**config.mk**
```make
export PLATFORM = sky130hd
export DESIGN_NAME = spram32_arb
export DESIGN_NICKNAME = d
export VERILOG_FILES = /design/src/rtl/spram32_arb.sv
export SDC_FILE = /design/constraint.sdc
export NUM_CORES = 1
export LEC_CHECK = 0
export CAP_MARGIN = 20
export CORE_AREA = 2 2 101 103
export DETAILED_ROUTE_END_ITERATION = 8
export DIE_AREA = 0 0 103 105
export DONT_BUFFER_PORTS = 1
export GPL_TIMING_DRIVEN = 0
export PLACE_DENSITY = 0.3
export SLEW_MARGIN = 10
export SYNTH_ARGS = -nofsm -noshare
export SYNTH_HDL_FRONTEND = slang
export SYNTH_SLANG_ARGS = --single-unit
```
**constraint.sdc**
```tcl
create_clock -name clk -period 6.7 [get_ports clk]
set_clock_uncertainty 0.05 [all_clocks]
set_input_delay 1.675 -clock clk [delete_from_list [all_inputs] [get_ports clk]]
set_output_delay 1.675 -clock clk [all_outputs]
set_load 0.05 [all_outputs]
```
**src/rtl/spram32_arb.sv**
```systemverilog
// spram32_arb: round-robin arbiter sharing one single-port 32-bit memory between two masters, with capped locked bursts
module spram32_arb #(
  parameter int ASZ = 15,
  parameter int DSZ = 32,
  parameter int BURST_MAX = 8
) (
  input  logic           clk,
  input  logic           rst,
  input  logic           a_req,
  input  logic           a_we,
  input  logic [ASZ-1:0] a_ai,
  input  logic [DSZ-1:0] a_vi,
  input  logic [3:0]     a_bmsk,
  input  logic           a_lock,
  output logic           a_gnt,
  output logic [DSZ-1:0] a_vo,
  output logic           a_rvld,
  input  logic           b_req,
  input  logic           b_we,
  input  logic [ASZ-1:0] b_ai,
  input  logic [DSZ-1:0] b_vi,
  input  logic [3:0]     b_bmsk,
  input  logic           b_lock,
  output logic           b_gnt,
  output logic [DSZ-1:0] b_vo,
  output logic           b_rvld,
  output logic [ASZ-1:0] m_ai,
  output logic           m_we,
  output logic [DSZ-1:0] m_vi,
  output logic [3:0]     m_bmsk,
  input  logic [DSZ-1:0] m_vo
);
  localparam int CW = $clog2(BURST_MAX + 1);
  typedef enum logic [1:0] {IDLE, LOCK_A, LOCK_B} st_t;
  st_t st;
  logic last;
  logic [CW-1:0] cnt;
  logic hold_a, hold_b, cap, idle_a;
  always_comb begin
    hold_a = st == LOCK_A && a_req && a_lock;
    hold_b = st == LOCK_B && b_req && b_lock;
    cap    = cnt == CW'(BURST_MAX);
    idle_a = a_req && (!b_req || last);
    a_gnt  = hold_a ? !(b_req && cap) : hold_b ? (a_req && cap) : idle_a;
    b_gnt  = hold_b ? !(a_req && cap) : hold_a ? (b_req && cap) : (b_req && !idle_a);
    m_ai   = a_gnt ? a_ai : b_gnt ? b_ai : '0;
    m_we   = a_gnt ? a_we : b_gnt ? b_we : 1'b0;
    m_vi   = a_gnt ? a_vi : b_gnt ? b_vi : '0;
    m_bmsk = (a_gnt && a_we) ? a_bmsk : (b_gnt && b_we) ? b_bmsk : 4'h0;
  end
  assign a_vo = m_vo;
  assign b_vo = m_vo;
  always_ff @(posedge clk or posedge rst) begin
    if (rst) begin
      st     <= IDLE;
      last   <= 1'b1;
      cnt    <= '0;
      a_rvld <= 1'b0;
      b_rvld <= 1'b0;
    end else begin
      a_rvld <= a_gnt & ~a_we;
      b_rvld <= b_gnt & ~b_we;
      if (a_gnt) last <= 1'b0;
      else if (b_gnt) last <= 1'b1;
      if ((a_gnt && hold_a) || (b_gnt && hold_b)) cnt <= cap ? cnt : cnt + 1'b1;
      else if (a_gnt && a_lock) begin
        st  <= LOCK_A;
        cnt <= CW'(1);
      end else if (b_gnt && b_lock) begin
        st  <= LOCK_B;
        cnt <= CW'(1);
      end else begin
        st  <= IDLE;
        cnt <= '0;
      end
    end
  end
endmodule

```
* Word-level counts from Yosys, hierarchy flattened
Cells that the tools add are included.
Storage, ports and cells: register bits after elaboration 9, latch bits 0, memory bits (writable) 0, ROM bits 0, bits of input ports 142, output and inout port bits 120, word-level logic and storage cells 55, memories kept 0
Operators by class: add/subtract/negate cells 1, $mul 0, div/mod/pow operators 0, order comparisons 0, eq/ne operators 4, shift-type cells 0, mux-type cells 20, bitwise gates (word level) 4, reduce and logical (&&, ||, !) cells 21
Operators with widths (count):
- two-way mux 32 bit | 2
- two-way mux 15 bit | 2
- two-way mux 4 bit | 4
- logical AND 1 bit | 14
- two-way mux 1 bit | 10
- adder 4 x 1 -> 4 bit (second input constant) | 1
- equality test 4 bit (second input constant) | 1
- logical NOT 1 bit | 4
- two-way mux 2 bit | 2
- bitwise AND 1 bit | 2
- equality test 2 x 1 -> 1 bit (second input constant) | 1
- equality test 2 bit (second input constant) | 1
- logical OR 1 bit | 2
- inequality test 2 bit (second input constant) | 1
- NOT 1 bit | 2
- nonzero test 2 bit | 1

* Depth between registers and ports, before layout
depth after elaboration 11, depth in mapped cells 10, gate-level depth less buffers 7

* Worst setup path before layout
Ideal clock, no wire load.
kind input-to-output, from in a_req, to out m_vi[23], data arrival time 3.300 ns, data required time 4.975 ns, path slack 1.675 ns, stages on the path 6, buffers on the path 2, path through buf_2 and4b_1 and3_4 nor3_4 buf_2 a22o_1
RTL lines:
- start, declared | RTL line 9 | input logic a_req,
- logical AND 1 bit (on tied branches) | RTL line 43, 40, 44
- two-way mux 1 bit or logical AND 1 bit (tied branches) | RTL line 44, 40
- two-way mux 1 bit * | RTL line 44 | a_gnt = hold_a ? !(b_req && cap) : hold_b ? (a_req && cap) : idle_a;
- via a_gnt | RTL line 15 | output logic a_gnt,
- two-way mux 32 bit * | RTL line 48 | m_vi = a_gnt ? a_vi : b_gnt ? b_vi : '0;
- end, declared | RTL line 29 | output logic [DSZ-1:0] m_vi,
Mark *: on every way through the listed nets, which the timed path passes. The rest lies on a longest branch.

* Worst setup path after layout
from in a_req, to out m_vi[23]
Between the ends: word-level cells in the longest chain between the ends 7
RTL lines:
- logical AND 1 bit | RTL line 43 | idle_a = a_req && (!b_req || last);
- logical NOT 1 bit | RTL line 45 | b_gnt = hold_b ? !(a_req && cap) : hold_a ? (b_req && cap) : (b_req && !idle_a);
- logical AND 1 bit | RTL line 45
- two-way mux 1 bit | RTL line 45
- two-way mux 1 bit * | RTL line 45
- via b_gnt | RTL line 24 | output logic b_gnt,
- two-way mux 32 bit * (2 in a row) | RTL line 48
Marked as above.

==> results <==
- The sequential-to-total area share from yosys stat is 0.139.
- The wire length after detailed routing is 6270 µm.
- The count of final max-slew check failures is 0.
- Pin placement for this block handled 262 I/O pins.
- The worst path in the final design needs a cycle of 5.40 ns, including I/O delays and setup.
- The pre-antenna-repair detailed-routing pass consisted of 4 iterations.
- The fraction of registers with async set or reset after synthesis is 1.00.
- The clock transition at the register clock pins on the worst setup and hold paths after CTS is 0.05 ns.
- The fmax is 185 MHz.
- The count of buffers added on input and output ports is 0.
- The clock latency on the worst-skew pair is 0.23 ns.
- The setup slack at placement is 1.27 ns.
- The number of global-route vias before repair is 1,549.
- The number of antenna violations at the first check in global routing was 0.
- The congestion estimate from routability-driven global placement came to 0.686.
- The launch instance of the worst min-delay path is cnt[1].
- The critical path launch point is a_req.
- Counting every sink on the clock net gives 9.
- Measured along the x axis, the die boundary spans 103 µm.
- The number of synthesized flops with an enable pin is 0.
- The cell taking the most area after synthesis is sky130_fd_sc_hd__buf_4.
- For this configuration, the core starts out at a cell density of 0.169.
- At the worst endpoint, the required time is 4.97 ns.
- The internal power of the cells totals 164 µW.
- The critical path data arrival time is 3.67 ns.
- After floorplanning, the core was sized to cover 9640 µm².
- Counting along the longest clock path gives a buffer depth of 2.
- From bottom edge to top edge, the die measures 105 µm.
- The number of antenna repair diodes is 0.
- Setup slack closes at 1.30 ns.
- The final net count is 350.
- The post-route core utilization is 0.191.
- The total global routing track utilization is 0.100.
- The type of the tightest min-delay check is reg -> reg.
- The critical path endpoint category is a primary output.
- The reg-to-reg setup timing slack is 4.36 ns.
- Clock tree synthesis inserted a total of 3 buffers.
- The hold buffer count at CTS is 0.
- The number of levels in the clock H-tree is 1.
- Relative to the synthesized area, the layout overhead comes to 13.0%.
- Setup violations remaining at the end of the flow were counted as 0.
- The TritonCTS clock tree is built.
- The wire length of the first global-routing pass is 8370 µm.
- The fraction of final layout cells sized beyond drive strength 1 is 0.415.
- The total vias in the final route is 1,560.
- The worst pin sits at a relative slew slack of 0.295.
- The largest fanout of any net on the critical path is 10.
- The leakage power figure is 0.000854 µW.
- The register bit count reported by yosys is 9.
- The post-synthesis average cell area is 8.10 µm².
- For this run the aggregate overflow at the end of global routing stands at 0.
- Counting every net in the synthesized netlist gives 345.
- The number of placement rows is 36.
- The library cells used most frequently in the layout, excluding fill and tap cells, are sky130_fd_sc_hd__buf_4, sky130_fd_sc_hd__a22o_1, sky130_fd_sc_hd__nand2_1, sky130_fd_sc_hd__buf_2, sky130_fd_sc_hd__dfrtp_1.
- The share of total power dissipated in the clock network is 0.145.
- Dividing the detail-routed via count by the number of cells gives 4.62.
- The final sum of negative setup slack is 0 ns.
- Dividing the final minimum period by the clock period gives 0.805.
- The Yosys step of the flow raised 0 warnings.
- Fill cells in the final layout number 1,093.
- Of the post-synthesis cell area, the dominant cell type holds 0.300.
- Synthesis produced a netlist whose cell count is 201.
- The power density relative to cell area is 238 nW/µm².
- After synthesis, the cell types taking the most area are sky130_fd_sc_hd__buf_4, sky130_fd_sc_hd__a22o_1, sky130_fd_sc_hd__dfrtp_1.
- The run finished with clean final reports.
- Across the run, the number of max-cap violations was 0.
- The kind of critical path is in -> out.
- In this run the cell area measured after placement is 1790 µm².
- The routed wire length per instance is 18.5 µm.
- The reg-to-reg critical path startpoint is cnt[0].
- The library cell used most frequently in the layout, excluding fill and tap cells, is sky130_fd_sc_hd__buf_4.
- The die covers 10,800 µm².
- The tree is rooted in a sky130_fd_sc_hd__clkbuf_8.
- The part of the total power dissipated in combinational logic is 0.708.
- The switching part of the total power is 0.626.
- The final hold violation count is 0.
- Setup repair after global routing left no endpoint under its margin.
- The total DRC errors in the routed layout is 0.
- The number of nets with antenna violations after routing is 0.
- The finished layout cell area is 1840 µm².
- At the pin with the least slew margin, the transition time is 1.07 ns.
- Yosys mapped the design onto 36 distinct sky130hd cell types.
- The worst setup path is launched from an input port.
- Entering global routing, the biggest net connects 11 pins.
- Counting cells, the worst reg-to-reg path comes to 8.
- The synthesized netlist occupies a cell area of 1630 µm².
- The main flop type after synthesis is sky130_fd_sc_hd__dfrtp_1.
- The share of power burned in registers is 0.147.
- The initial DRC count is 39.
- After legalization and detailed placement, the total HPWL measured 5440 µm.
- After clock tree synthesis, the repair step resized 0 gates.
- The worst vdd rail ir drop is 0.0926 mV.
- The net switching power is 274 µW.
- The worst hold path passes through 2 cells.
- The total setup buffers inserted after CTS is 0.
sequential cells by signal (all words and copies together), names as in the netlist:
| signal | count |
|---|---|
| last | 1 |
| cnt | 4 |
| b_rvld | 1 |
| a_rvld | 1 |
| st | 2 |
area by class of cell:
class	instances	area (µm²)	share of cell area
clock buffers	4	45.0	0.0245
multi-input cells	109	812	0.441
inverters	6	22.5	0.0122
flip-flops and latches	9	226	0.123
plain buffers	77	567	0.308
well taps	133	166	0.0905
final timing paths:
| kind | end |
|---|---|
| worst max-delay path | m_vi[23] |
| worst min-delay path | cnt[1] |
| worst max register to register | st[0] |
| worst min register to register | cnt[1] |
| max in group asynchronous | last |
| min in group asynchronous | cnt[3] |
synthesized netlist by cell type, types with 3 or more instances:
cell type / n
sky130_fd_sc_hd__nor3_1: 4
sky130_fd_sc_hd__buf_4: 65
sky130_fd_sc_hd__inv_1: 5
sky130_fd_sc_hd__nand3_1: 7
sky130_fd_sc_hd__a21oi_1: 7
sky130_fd_sc_hd__a22o_1: 47
sky130_fd_sc_hd__buf_6: 3
sky130_fd_sc_hd__o22ai_1: 4
sky130_fd_sc_hd__dfrtp_1: 8
sky130_fd_sc_hd__buf_2: 9
sky130_fd_sc_hd__nand4b_1: 4
sky130_fd_sc_hd__nand2_1: 10
per-layer routing:
metal / vias to the layer above / wire, µm / part of all wire / track usage
met1: 730 / 2490 / 0.40 / 0.121
met5: - / 0 / 0 / 0
met2: 142 / 3270 / 0.52 / 0.190
li1: 686 / - / - / -
met3: 2 / 502 / 0.080 / 0.0127
met4: 0 / 11 / 0.0018 / 0.0113
logic make-up after synthesis:
logic type	count (synthesis)	synth area share
buffers and inverters	83	0.362
AO/OA/AOI/OAI	67	0.328
AND/OR/NAND/NOR	38	0.145
flip-flops	9	0.139
XOR/XNOR	2	0.0108
adder cells (fa/ha/maj)	2	0.0154
per-stage QoR:
stage               instances  total power, µW  hold WS (ns)
global route              338              459         0.559
detailed placement        334              377         0.516
CTS                       338              442         0.526
global placement          334              378         0.519
floorplan                 201              355         0.485
finish                    338              438         0.517
critical path: stages:
cell	delay, ns
sky130_fd_sc_hd__buf_2	0.16
sky130_fd_sc_hd__and4b_1	0.29
sky130_fd_sc_hd__a21boi_1	0.24
sky130_fd_sc_hd__nand3_2	0.20
sky130_fd_sc_hd__inv_2	0.14
sky130_fd_sc_hd__buf_2	0.41
sky130_fd_sc_hd__a22o_1	0.54
power groups by stage:
stage	Sequential (µW)	Combinational, µW	Clock [µW]
global route	64.7	323	70.9
detailed placement	65.0	312	0
CTS	64.2	312	65.9
finish	64.4	310	63.7
global placement	65.4	313	0
floorplan	64.1	291	0
(Power assumes the default switching activity.)
